[config.mk]
export PLATFORM = sky130hd
export DESIGN_NAME = debug_uart_tx_fifo
export DESIGN_NICKNAME = d
export VERILOG_FILES = /design/src/rtl/debug_uart_tx_fifo.sv
export SDC_FILE = /design/constraint.sdc
export NUM_CORES = 1
export LEC_CHECK = 0
export ABC_CLOCK_PERIOD_IN_PS = 2150
export BUFFER_PORTS_ARGS = -buffer_cell sky130_fd_sc_hd__buf_2
export CAP_MARGIN = 20
export CORE_MARGIN = 4
export CORE_UTILIZATION = 50
export CTS_CLUSTER_SIZE = 25
export DETAILED_ROUTE_END_ITERATION = 16
export GPL_TIMING_DRIVEN = 0
export PLACE_DENSITY = 0.71
export SYNTH_ARGS = -nofsm -noshare
export SYNTH_HDL_FRONTEND = slang
export SYNTH_SLANG_ARGS = --single-unit
[constraint.sdc]
create_clock -name clk -period 2.15 [get_ports clk]
set_clock_uncertainty 0.05 [all_clocks]
set_input_delay 0.215 -clock clk [delete_from_list [all_inputs] [get_ports clk]]
set_output_delay 0.215 -clock clk [all_outputs]
set_load 0.02 [all_outputs]
[src/rtl/debug_uart_tx_fifo.sv]
// Buffered 8N1 transmitter for the debug UART: CPU byte writes land in a small
// circular FIFO and are serialised back-to-back on a registered uart_txd.
module debug_uart_tx_fifo #(
  parameter int CLK_HZ     = 64_000_000,
  parameter int BIT_RATE   = 4_000_000,
  parameter int FIFO_DEPTH = 4
) (
  input  logic                               clk,
  input  logic                               rst_n,
  input  logic                               wr_en,
  input  logic [7:0]                         wr_data,
  input  logic                               clr_overflow,
  output logic                               uart_txd,
  output logic                               full,
  output logic [$clog2(FIFO_DEPTH+1)-1:0]    level,
  output logic                               busy,
  output logic                               overflow
);

  localparam int CPB = CLK_HZ / BIT_RATE;
  localparam int CW  = (CPB > 1) ? $clog2(CPB) : 1;
  localparam int AW  = $clog2(FIFO_DEPTH);
  localparam int LW  = $clog2(FIFO_DEPTH + 1);
  localparam logic [CW-1:0] BAUD_LAST = CW'(CPB - 1);

  typedef enum logic [1:0] {IDLE, START, DATA, STOP} state_t;

  state_t          state_q;
  logic [CW-1:0]   baud_q;
  logic [2:0]      bit_q;
  logic [7:0]      shreg_q;
  logic            txd_q;

  logic [7:0]      mem_q [FIFO_DEPTH];
  logic [AW-1:0]   wr_ptr_q, wr_ptr_d;
  logic [AW-1:0]   rd_ptr_q, rd_ptr_d;
  logic [LW-1:0]   level_q, level_d;
  logic            ovf_q, ovf_d;

  logic            push, pop, baud_last;

  assign full      = (level_q == LW'(FIFO_DEPTH));
  assign busy      = (state_q != IDLE) || (level_q != '0);
  assign level     = level_q;
  assign overflow  = ovf_q;
  assign uart_txd  = txd_q;

  assign baud_last = (baud_q == BAUD_LAST);
  assign push      = wr_en && !full;
  // Pops only ever look at the registered level, so a byte written this cycle waits one edge.
  assign pop       = (level_q != '0) &&
                     ((state_q == IDLE) || ((state_q == STOP) && baud_last));

  always_ff @(posedge clk) begin
    if (push) begin
      mem_q[wr_ptr_q] <= wr_data;
    end
  end

  always_comb begin
    wr_ptr_d = wr_ptr_q;
    rd_ptr_d = rd_ptr_q;
    level_d  = level_q;
    ovf_d    = ovf_q;
    if (push) begin
      wr_ptr_d = wr_ptr_q + AW'(1);
    end
    if (pop) begin
      rd_ptr_d = rd_ptr_q + AW'(1);
    end
    if (push && !pop) begin
      level_d = level_q + LW'(1);
    end else if (!push && pop) begin
      level_d = level_q - LW'(1);
    end
    if (wr_en && full) begin
      ovf_d = 1'b1;
    end else if (clr_overflow) begin
      ovf_d = 1'b0;
    end
  end

  always_ff @(posedge clk or negedge rst_n) begin
    if (!rst_n) begin
      wr_ptr_q <= '0;
      rd_ptr_q <= '0;
      level_q  <= '0;
      ovf_q    <= 1'b0;
    end else begin
      wr_ptr_q <= wr_ptr_d;
      rd_ptr_q <= rd_ptr_d;
      level_q  <= level_d;
      ovf_q    <= ovf_d;
    end
  end

  // txd_q follows the state one cycle later, so the line lags the FSM by exactly one edge.
  always_ff @(posedge clk or negedge rst_n) begin
    if (!rst_n) begin
      state_q <= IDLE;
      baud_q  <= '0;
      bit_q   <= '0;
      shreg_q <= '0;
      txd_q   <= 1'b1;
    end else begin
      case (state_q)
        START:   txd_q <= 1'b0;
        DATA:    txd_q <= shreg_q[bit_q];
        default: txd_q <= 1'b1;
      endcase

      case (state_q)
        IDLE: begin
          baud_q <= '0;
          bit_q  <= '0;
          if (level_q != '0) begin
            shreg_q <= mem_q[rd_ptr_q];
            state_q <= START;
          end
        end
        START: begin
          if (baud_last) begin
            baud_q  <= '0;
            bit_q   <= '0;
            state_q <= DATA;
          end else begin
            baud_q <= baud_q + CW'(1);
          end
        end
        DATA: begin
          if (baud_last) begin
            baud_q <= '0;
            if (bit_q == 3'd7) begin
              bit_q   <= '0;
              state_q <= STOP;
            end else begin
              bit_q <= bit_q + 3'd1;
            end
          end else begin
            baud_q <= baud_q + CW'(1);
          end
        end
        STOP: begin
          if (baud_last) begin
            baud_q <= '0;
            if (level_q != '0) begin
              shreg_q <= mem_q[rd_ptr_q];
              state_q <= START;
            end else begin
              state_q <= IDLE;
            end
          end else begin
            baud_q <= baud_q + CW'(1);
          end
        end
        default: state_q <= IDLE;
      endcase
    end
  end

endmodule
======== Word-level counts from Yosys, hierarchy flattened ========
Memories as Yosys holds them, arrays and structs flattened.
Index checks and enable logic that the tools add are counted.
Widths: inputs -> output; s select.
word-level totals
  bits in registers ....................... 26
  bits in writable memories ............... 32
  bits of input ports ..................... 12
  output and inout port bits .............. 7
  logic and storage cells ................. 75
  memories kept ........................... 1
operators by class
  $add $sub $neg .......................... 6
  magnitude comparators ................... 1
  equality and inequality tests ........... 11
  muxes and demuxes ....................... 25
  reduce and logical (&&, ||, !) cells .... 22
memories
  memory  depth  width  rd ports  clocked after memory_dff  write ports  line  RTL
  mem_q   4      8      1         0                         1            34    logic [7:0] mem_q [FIFO_DEPTH];
operators by type and width
  kind                 count
  $mux 8               2
  $pmux 8 s2           1
  $mux 3               5
  $mux 2               5
  $ne 2x2->1 const B   5
  $pmux 3 s3           1
  $pmux 2 s4           1
  $pmux 4 s2           1
  $reduce_bool 2->1    4
  $add 3x1->3 const B  2
  $eq 3x3->1 const B   2
  $logic_and 1x1->1    6
  $mux 1               6
  $reduce_bool 3->1    2
  $reduce_and 5->1     1
  $add 2x1->2 const B  2
  $add 4x1->4 const B  1
  $eq 2x2->1 const B   2
  $eq 4x4->1 const B   1
  $lt 3x4->1 const B   1
  $mux 4               1
  $bmux 1 s3           1
  $logic_not 1->1      3
  $reduce_and 3->1     1
  other kinds (7)      8

======== Logic depth before layout (Yosys ltp) ========
Gate-level depths: netlist of the first run.
  depth after elaboration ................. 7
  mapped depth ............................ 10

======== Worst setup path after synthesis of the first run ========
Ideal clock, no wire load.
  path kind ............................... flip-flop to flip-flop
  from .................................... reg level_q[2] (netlist: level[2])
  to ...................................... reg level_q[1] (netlist: level[1])
  library setup time ...................... 0.125 ns
  data arrival time ....................... 2.149 ns
  setup slack ............................. -0.174 ns
  stages on the path, launching flop included .. 8
  period minus slack after synthesis ...... 2.324 ns
  cell sequence ........................... dfrtp_1 -> nor3b_2 -> nor2b_1 -> clkbuf_1 -> ha_1 -> inv_1 -> fa_1 -> mux2_2
between the ends
  elaborated cells on any way between the ends .. 11
  classes of those cells .................. 1 x eq/ne; 1 x mux; 9 x reduce/logical
RTL lines
  item                    line  RTL
  start, declared         37    logic [LW-1:0] level_q, level_d;
  start signal, assigned  92    level_q <= level_d;
  $eq 3x3->1              42    assign full = (level_q == LW'(FIFO_DEPTH));
  net full                14    output logic full,
  $logic_not 1->1         49    assign push = wr_en && !full;
  $logic_and 1x1->1       49
  net push                40    logic push, pop, baud_last;
  $logic_and 1x1->1       71    if (push && !pop) begin
  $mux 3                  71
  net level_d[1]          37
The timed path passes the listed nets, and every way through them passes these cells.
A chain may end at the register's enable or synchronous reset.

======== Worst setup path after layout of the first run ========
  from .................................... reg state_q[1]
  to ...................................... reg level_q[2] (netlist: level[2])
between the ends
  longest elaborated chain between the ends .. 7
  elaborated cells on any way between the ends .. 10
  classes of those cells .................. 1 x eq/ne; 1 x mux; 8 x reduce/logical
ends and longest elaborated chain
  item                                                line  RTL
  start, declared                                     28    state_t state_q;
  start signal, assigned                              100   state_q <= IDLE;
  start signal, assigned                              118   state_q <= START;
  start signal, assigned                              125   state_q <= DATA;
  $eq 2x2->1                                          52    ((state_q == IDLE) || ((state_q == STOP) && baud_last));
  $logic_and 1x1->1                                   52
  $logic_or 1x1->1 *                                  52
  $logic_and 1x1->1 *                                 51    assign pop = (level_q != '0) &&
  $logic_not 1->1                                     71
  $logic_and 1x1->1                                   71
  $mux 3 / $reduce_bool 2->1 (equally long branches)  -
Mark *: on every way between the ends. The rest lies on a longest branch, timed or not.

==> results of run 1 <==
-- power breakdown --
| part | switching [mW] | internal, mW | leakage [nW] | total, mW |
|---|---|---|---|---|
| Clock | 0.436 | 0.649 | 0.105 | 1.09 |
| Sequential | 0.219 | 1.56 | 0.604 | 1.78 |
| Combinational | 0.893 | 1.00 | 0.547 | 1.89 |
| Total | 1.55 | 3.21 | 1.26 | 4.76 |
-- timing repair --
| action | CTS | global route |
|---|---|---|
| hold buffers | 1 | 0 |
| buffers inserted | 9 | 6 |
| gates resized for setup | 8 | 4 |
| endpoints found under the hold margin | 25 | 0 |
| pin swaps | 6 | 9 |
| setup endpoints to repair | 2 | 4 |
-- layout make-up --
class	count	area, sq um
Tap cell	67	83.8
Multi-Input combinational cell	88	997
Fill cell	365	1690
Timing Repair Buffer	34	213
Clock buffer	9	124
Inverter	9	33.8
Buffer	4	21.3
Clock inverter	7	93.8
Sequential cell	58	1620
-- Yosys cell counts --
cell	count
mux2_1	3
nor3_1	1
and2_1	4
ha_1	13
or2_1	1
buf_4	1
nand2b_1	2
nand4_1	2
edfxtp_1	32
clkbuf_1	1
dfrtp_1	25
nand2_1	4
mux2i_1	3
mux4_2	9
xor2_1	3
nand3_4	1
dfstp_2	1
o221ai_1	2
o2bb2ai_1	3
nor2b_1	2
a41oi_1	1
nor3_4	1
nand4b_1	1
a21oi_4	1
a21oi_1	2
a222oi_1	1
a21o_2	1
buf_2	2
nor3b_1	2
fa_1	1
nor2_1	4
or2_2	1
o21ai_0	2
xnor2_1	4
nor3b_2	1
o22ai_1	1
inv_1	9
buf_1	1
mux2_2	11
-- worst min path at each step --
stage	endpoint	slack, ns	depth (start not counted)
floorplan	baud_q[0]$_DFF_PN0_	-0.13	0
global placement	shreg_q[0]$_DFFE_PN0P_	0.19	1
detailed placement	bit_q[2]$_DFFE_PN0P_	0.20	1
CTS	overflow$_DFFE_PN0P_	0.03	2
global route	overflow$_DFFE_PN0P_	0.03	2
finish	overflow$_DFFE_PN0P_	0.04	2
-- flip-flops by register name, summed over array words and instances (netlist names) --
register  cells
uart_txd      1
shreg_q       8
mem_q        32
level         3
state_q       2
overflow      1
rd_ptr_q      2
wr_ptr_q      2
baud_q        4
bit_q         3
-- logic make-up (layout without fill, tap and decap cells) --
group / after synthesis / count (layout) / synth area share, %
adder cells (fa/ha/maj): 14 / 14 / 7.03
AND/OR/NAND/NOR: 27 / 27 / 6.93
XOR/XNOR: 7 / 7 / 2.36
AO/OA/AOI/OAI: 14 / 14 / 4.38
flip-flops: 58 / 58 / 62.0
buffers and inverters: 14 / 63 / 2.26
multiplexers: 26 / 26 / 15.0
-- layer usage --
layer | share of wire [%] | wire length [um] | vias to the layer above | GRT usage [%]
li1 | - | - | 687 | -
met1 | 41 | 1870 | 724 | 18.6
met2 | 54 | 2450 | 25 | 27.6
met3 | 3.3 | 150 | 12 | 5.27
met4 | 2.0 | 91 | 0 | 6.59
met5 | 0 | 0 | - | 0
-- per-stage QoR --
step / total power [mW] / hold slack (ns) / cell area [sq um] / util (%) / std cells
4_1_cts: 4.65 / 0.0290 / 3130 / 64.1 / 270
6_report: 4.76 / 0.0370 / 3190 / 65.3 / 276
3_5_place_dp: 3.38 / 0.198 / 2800 / 57.4 / 245
2_1_floorplan: 2.98 / -0.131 / 2630 / - / 160
5_1_grt: 5.08 / 0.0343 / 3190 / 65.3 / 276
3_3_place_gp: 3.25 / 0.191 / 2800 / 57.4 / 245
-- worst max-delay path: cells and delay by family (launching register included) --
family                   cells  cell delay (ns)
adder cells (fa/ha/maj)      3             0.65
AND/OR/NAND/NOR              2             0.31
AO/OA/AOI/OAI                1             0.18
buffers and inverters        2             0.11
XOR/XNOR                     2             0.31
flip-flops                   1             0.41
==> results.json, run 1 <==
{
  "setup_violations": 0,
  "root_buffer": "clkbuf_8",
  "ys_types": 39,
  "syn_inst": 160,
  "synth_area_leaders": "edfxtp_1, dfrtp_1, mux4_2",
  "drc_errors": 0,
  "rsz0062_at_grt": "yes",
  "slew-limit-headroom_pct": 61.7,
  "die_x_um": 80.1,
  "dp_hpwl_um": 3070,
  "io_pins": 19,
  "synth_top_cell_by_area": "edfxtp_1",
  "r2r_cells": 10,
  "antenna_found_initial": 0,
  "p_leak_nw": 1.26,
  "r2r_slack_ns": 0.04,
  "cts_tree": "done",
  "finalHoldViolCount": 0,
  "io_buffer_count": 18,
  "place_congestion": 0.784,
  "power_per_cell_area_mw_per_mm2": 1490,
  "worst_slack_ns": 0.0384,
  "maxSlewViolCount": 0,
  "ys.warnings.count": 0,
  "final_nets": 230,
  "grt_pass1_vias": 1594,
  "crit_chain": "inv_2, ha_4, a41oi_2, or2_4, ha_4, inv_2, fa_2, xor2_1, nor2_1, xor2_1",
  "reg2reg_from": "state_q[1]$_DFFE_PN0P_",
  "synthToLayoutAreaGrowth_pct": 22.5,
  "clock.fmax_ghz": 0.474,
  "clkTransAtPathRegs_ns": 0.07,
  "ant_nets": 0,
  "start_kind": "flip-flop",
  "wirelength_um": 4560,
  "holdCritStartpoint": "clr_overflow",
  "drt_iter0_drc": 49,
  "cp_slowest_cell": "dfrtp_2",
  "post-route-min-period_ns": 2.11,
  "first_pass_iters": 4,
  "start_util_pct": 53.3,
  "finalCritPeriodShare_pct": 98.2,
  "grt_max_degree": 27,
  "crit_fanout": 3,
  "ir_worst_vdd_uv": 820,
  "synth_area_sq_mm": 0.00260,
  "track_usage_pct": 16.1,
  "ys_seq_elements": 58,
  "drv_cap": 0,
  "clk_latency_ns": 0.33,
  "tns_ns": 0,
  "worstPathRequired_ns": 2.35,
  "htree_levels": 3,
  "endpoint_kind": "flip-flop",
  "final_cell_mix": "edfxtp_1, dfrtp_1, buf_2",
  "worst_pin_slew_ns": 0.574,
  "crit_type": "reg -> reg",
  "cts_made_buffers": 9,
  "die-height_um": 80.1,
  "hold_class": "in -> reg",
  "synth.net_count": 186,
  "coreArea_sq_mm": 0.00488,
  "ys_seq_area_share_pct": 62.0,
  "dp_slack_ns": -0.203,
  "status": "finished, final reports clean",
  "routed-via-count": 1448,
  "timing.rr.end": "level[2]$_DFFE_PN0P_",
  "synth_top_cell_area_share_pct": 37.0,
  "final_common_cell": "edfxtp_1",
  "cp.arrival_ns": 2.31,
  "cts.sinks": 58,
  "placementRows": 25,
  "synth.avg_cell_area_sq_um": 16.2,
  "drive_gt1_share_pct": 44.5,
  "viasPerCell": 5.25,
  "setup.worst_path.end": "level[2]$_DFFE_PN0P_",
  "diodes": 0,
  "grt_pass1_wl_um": 7580,
  "startpoint": "state_q[1]$_DFFE_PN0P_",
  "die_area_sq_mm": 0.00642,
  "cts_buffer_depth": 2,
  "critPathMaxStageDelay_ns": 0.41,
  "grt-ovfl-total": 0,
  "wl_per_cell_um": 16.5
}
Power figures use the tool's default switching activity.
==> run 2: changes to the inputs <==
Settings changed: BUFFER_PORTS_ARGS -buffer_cell sky130_fd_sc_hd__buf_2 to -buffer_cell sky130_fd_sc_hd__buf_4.
==> run 2 against run 1 <==
Power grew 0.38%. Hold slack got worse by 0.0071 ns. Combinational power is essentially flat. Flip-flop and latch count unchanged. First-iteration DRC count fell by 22%.
==> results.json, run 2 (synthesized netlist as in run 1, its figures left out) <==
{
  "htree_levels": 3,
  "dp.cells": 245,
  "status": "finished, final reports clean",
  "ant_nets": 0,
  "coreArea_sq_mm": 0.00488,
  "power_frac_seq_pct": 37.2,
  "die_x_um": 80.1,
  "reg_top3": "mem_q (32), shreg_q (8), baud_q (4)",
  "grt-ovfl-total": 0,
  "io_buffer_count": 18,
  "tns_ns": 0,
  "die-height_um": 80.1,
  "wirelength_um": 4310,
  "start_util_pct": 53.3,
  "placementRows": 25,
  "wl_per_cell_um": 15.5,
  "cp.arrival_ns": 2.26,
  "grt_pass1_vias": 1521,
  "antenna_found_initial": 0,
  "viasPerCell": 5.16,
  "endpoint_kind": "flip-flop",
  "top_register": "mem_q",
  "post-route-min-period_ns": 2.10,
  "hold_class": "in -> reg",
  "setup_violations": 0,
  "start_kind": "flip-flop",
  "maxSlewViolCount": 0,
  "final_common_cell": "buf_4",
  "slew-limit-headroom_pct": 64.8,
  "routed-via-count": 1428,
  "clock.fmax_ghz": 0.476,
  "crit_chain": "inv_2, ha_4, a41oi_4, or2_4, ha_4, inv_2, fa_2, mux2_2",
  "io_pins": 19,
  "diodes": 0,
  "power_per_cell_area_mw_per_mm2": 1470,
  "cts_tree": "done",
  "grt_max_degree": 27,
  "drv_cap": 0,
  "cts_buffer_depth": 2,
  "clk_latency_ns": 0.33,
  "highest_layer": "met4",
  "crit_fanout": 4,
  "cp_slowest_cell": "dfrtp_2",
  "final_cell_mix": "buf_4, edfxtp_1, dfrtp_1",
  "root_buffer": "clkbuf_8",
  "cts.sinks": 58,
  "cp_num_buf_inv": 2,
  "die_area_sq_mm": 0.00642,
  "total_power_mw": 4.78,
  "switching_share_pct": 32.0,
  "drt-met1-wl_um": 1790,
  "fin_cells": 277,
  "met2_length_um": 2270,
  "drc_errors": 0,
  "rsz0062_at_grt": "yes",
  "first_pass_iters": 4,
  "track_usage_pct": 15.6,
  "clkTransAtPathRegs_ns": 0.06,
  "final_nets": 231,
  "worst_pin_slew_ns": 0.527,
  "ir_worst_vdd_uv": 697,
  "p_int_mw": 3.25,
  "worstPathRequired_ns": 2.31,
  "critPathMaxStageDelay_ns": 0.44,
  "r2r_slack_ns": 0.05,
  "p_switching_mw": 1.53,
  "finalHoldViolCount": 0,
  "synthToLayoutAreaGrowth_pct": 25.0,
  "met3_length_um": 167,
  "p_leak_nw": 1.28,
  "largest_reg_flops": 32,
  "clock_power_share_pct": 22.6,
  "place_congestion": 0.820,
  "crit_type": "reg -> reg",
  "cts_made_buffers": 9,
  "critPathTopFamily": "adder cells",
  "finalCritPeriodShare_pct": 97.7,
  "dp_hpwl_um": 2890,
  "p_comb_share_pct": 40.2,
  "grt_pass1_wl_um": 7280,
  "drive_gt1_share_pct": 44.3,
  "drt_iter0_drc": 38
}
==> run 2: routing by layer <==
layer / up-vias / global-route usage [%]
met5: - / 0
met1: 714 / 18.1
met2: 22 / 25.7
met4: 0 / 7.60
met3: 7 / 5.49
li1: 685 / -
==> run 2: worst reg2reg max path, cell delays in order, from the launching register on <==
cell,delay [ns]
dfrtp_2,0.44
inv_2,0.09
ha_4,0.16
a41oi_4,0.04
or2_4,0.29
ha_4,0.17
inv_2,0.05
fa_2,0.42
mux2_2,0.27
==> run 2: power groups by stage <==
stage / logic (mW) / registers [mW] / clock network (mW)
floorplan: 1.18 / 1.80 / 0
global placement: 1.53 / 1.77 / 0
detailed placement: 1.61 / 1.80 / 0
CTS: 1.78 / 1.78 / 1.11
global route: 2.12 / 1.82 / 1.17
finish: 1.92 / 1.78 / 1.08
==> run 2: worst paths after layout <==
| kind | from | cells after the start | end |
|---|---|---|---|
| setup / recovery | state_q[1]$_DFFE_PN0P_ | 8 | level[1]$_DFFE_PN0P_ |
| max in group asynchronous | rst_n | 2 | uart_txd$_DFF_PN1_ |
| hold / removal | clr_overflow | 2 | overflow$_DFFE_PN0P_ |
| hold reg to reg | shreg_q[7]$_DFFE_PN0P_ | 1 | shreg_q[7]$_DFFE_PN0P_ |
| setup reg to reg | state_q[1]$_DFFE_PN0P_ | 8 | level[1]$_DFFE_PN0P_ |
| min in group asynchronous | rst_n | 2 | baud_q[3]$_DFF_PN0_ |
==> run 2: layout make-up <==
type	instances	area, sq um
Clock buffer	9	124
Clock inverter	7	93.8
Sequential cell	58	1620
Inverter	9	33.8
Fill cell	348	1630
Multi-Input combinational cell	88	1010
Timing Repair Buffer	35	265
Buffer	4	21.3
Tap cell	67	83.8
==> run 2: through the flow <==
stage | hold slack [ns] | setup slack, ns | utilization (%) | cell area [sq um]
finish | 0.0300 | 0.0503 | 66.6 | 3250
floorplan | -0.131 | 0.00610 | - | 2630
detailed placement | 0.0920 | -0.146 | 58.4 | 2850
global route | 0.00216 | -0.0325 | 66.6 | 3250
CTS | 0.0109 | 0.00270 | 64.9 | 3170
global placement | 0.0877 | -0.0738 | 58.4 | 2850
==> run 2: timing repair <==
item / 4_1_cts / 5_1_grt
buffers inserted: 8 / 8
hold buffers: 1 / 0
pin swaps: 4 / 7
endpoints found under the setup margin: 2 / 4
hold endpoints to repair: 26 / 0
resized for setup: 8 / 5
==> run 3: changes to the inputs <==
Settings changed: ABC_AREA set to 1, CORE_MARGIN 4 to 2.
==> run 3 against run 2 <==
Via count up 24%. Critical path type unchanged. Largest cell class unchanged. Largest power group is now registers. Register-to-register slack better by 0.03 ns. Sequential power down 19%.
==> results.json, run 3 <==
{
  "final_common_cell": "nand2_1",
  "finalHoldViolCount": 0,
  "timing.rr.end": "level[1]$_DFFE_PN0P_",
  "final_nets": 322,
  "critPathMaxStageDelay_ns": 0.41,
  "place_congestion": 0.828,
  "dp_hpwl_um": 3030,
  "routed-via-count": 1772,
  "synth_area_sq_mm": 0.00271,
  "cts.sinks": 58,
  "ys.warnings.count": 0,
  "synth_area_leaders": "edfxtp_1, dfrtp_1, nand2_1",
  "clock.fmax_ghz": 0.484,
  "largest_reg_flops": 32,
  "status": "finished, final reports clean",
  "critPathTopFamily": "adder cells",
  "endpoint_kind": "flip-flop",
  "clkTransAtPathRegs_ns": 0.07,
  "placementRows": 26,
  "fill_cells": 409,
  "hold_path_end": "overflow$_DFFE_PN0P_",
  "yosys-top-cells-count": "nand2_1, nor2_1, edfxtp_1, inv_1, dfrtp_1",
  "clk_latency_ns": 0.33,
  "ys_types": 26,
  "first_pass_iters": 4,
  "ir_worst_vdd_uv": 697,
  "htree_levels": 3,
  "synth_top_cell_area_share_pct": 35.4,
  "grt_pass1_wl_um": 8010,
  "start_util_pct": 52.5,
  "io_pins": 19,
  "reg_top3": "mem_q (32), shreg_q (8), baud_q (4)",
  "cts_tree": "done",
  "worst_slack_ns": 0.0842,
  "cts_made_buffers": 9,
  "worstPathRequired_ns": 2.32,
  "wirelength_um": 4680,
  "design_area_sq_mm": 0.00323,
  "drive_gt1_share_pct": 23.3,
  "synthToLayoutAreaGrowth_pct": 18.9,
  "diodes": 0,
  "timing.hold.ws_ns": 0.0150,
  "drc_errors": 0,
  "hold_depth": 2,
  "cp.arrival_ns": 2.23,
  "holdCritStartpoint": "clr_overflow",
  "finalCritPeriodShare_pct": 96.1,
  "grt-ovfl-total": 0,
  "post-route-min-period_ns": 2.07,
  "power_per_cell_area_mw_per_mm2": 936,
  "reg2reg_from": "baud_q[1]$_DFF_PN0_",
  "start_kind": "flip-flop",
  "setup_violations": 0,
  "grt_pass1_vias": 1726,
  "slew-limit-headroom_pct": 47.5,
  "dp_slack_ns": -0.0682,
  "die-height_um": 77.7,
  "hold_class": "in -> reg",
  "root_buffer": "clkbuf_8",
  "track_usage_pct": 17.4,
  "dpl-instance-area_sq_mm": 0.00294,
  "drt_iter0_drc": 85,
  "io_buffer_count": 18,
  "p_leak_nw": 1.41,
  "die_area_sq_mm": 0.00603,
  "synth_top_cell_by_area": "edfxtp_1",
  "crit_type": "reg -> reg",
  "wl_per_cell_um": 12.6,
  "crit_fanout": 4,
  "syn_inst": 262,
  "viasPerCell": 4.78,
  "die_x_um": 77.7,
  "synth_most_common_cell": "nand2_1",
  "total_power_mw": 3.02,
  "ant_nets": 0,
  "top_register": "mem_q",
  "antenna_found_initial": 0,
  "rsz0062_at_grt": "yes",
  "r2r_slack_ns": 0.08,
  "synth.avg_cell_area_sq_um": 10.4,
  "ys_seq_elements": 58,
  "worst_pin_slew_ns": 0.785,
  "maxSlewViolCount": 0,
  "coreArea_sq_mm": 0.00517,
  "async_flop_share_pct": 44.8,
  "tns_ns": 0,
  "r2r_cells": 10,
  "cts_buffer_depth": 2,
  "drv_cap": 0,
  "ys_seq_area_share_pct": 59.4,
  "synth.net_count": 288,
  "grt_max_degree": 27,
  "crit_chain": "ha_4, nand3_4, inv_2, nand2_1, nand2_2, nand2_2, ha_1, inv_2, fa_1, mux2_2",
  "final_cell_mix": "nand2_1, nor2_1, edfxtp_1",
  "synth_ff_type": "edfxtp_1",
  "cp_num_buf_inv": 2,
  "synth_edf_count": 32,
  "cp_slowest_cell": "fa_1"
}
==> run 3: metrics by stage <==
stage | cells | util, %
after CTS | 368 | 61.5
after global routing | 371 | 62.4
final | 371 | 62.4
after floorplan | 262 | -
after detailed placement | 350 | 56.8
after global placement | 350 | 56.8
==> run 3: final cells by class <==
type	instances	area [sq um]	share of cell area, %
flip-flops and latches	58	1620	50.1
multi-input cells	166	962	29.8
repair buffers	23	175	5.43
clock buffers	9	124	3.84
inverters	33	124	3.84
well taps	70	87.6	2.71
clock inverters	7	83.8	2.60
plain buffers	5	55.1	1.71
==> run 3: power by group <==
group          internal, mW  leakage, nW  switching (mW)  total (mW)
combinational         0.186        0.707           0.319       0.505
clock                 0.638        0.102           0.431        1.07
sequential             1.37        0.605          0.0765        1.45
==> run 3: timing repair <==
action	CTS	global route
endpoints found under the setup margin	2	2
gates resized for setup	8	6
buffers inserted	1	3
hold buffers	1	0
gates cloned	0	0
pin swaps	1	0
endpoints found under the hold margin	25	0
==> run 3: metal layers <==
layer | part of all wire, % | track usage, % | up-vias
met3 | 4.3 | 3.84 | 7
met5 | 0 | 0 | -
met4 | 1.7 | 8.04 | 0
li1 | - | - | 916
met1 | 47 | 21.9 | 818
met2 | 47 | 28.6 | 31
==> run 3: worst max-delay path by stage <==
stage | to | cells past startpoint | startpoint | slack [ns]
after floorplan | level[1]$_DFFE_PN0P_ | 8 | level[1]$_DFFE_PN0P_ | 0.11
after global placement | level[1]$_DFFE_PN0P_ | 9 | state_q[0]$_DFFE_PN0P_ | -0.06
after detailed placement | level[1]$_DFFE_PN0P_ | 10 | baud_q[0]$_DFF_PN0_ | -0.07
after CTS | level[1]$_DFFE_PN0P_ | 10 | baud_q[1]$_DFF_PN0_ | 0.01
after global routing | level[2]$_DFFE_PN0P_ | 13 | baud_q[1]$_DFF_PN0_ | -0.02
final | level[1]$_DFFE_PN0P_ | 10 | baud_q[1]$_DFF_PN0_ | 0.08
==> run 3: cells by family after synthesis <==
kind of cell,share of synthesized area (%)
compound gates,7.33
xor+xnor,1.94
fa+ha+maj,6.73
buf+inv,6.59
flops,59.4
mux,0.415
simple gates,17.6
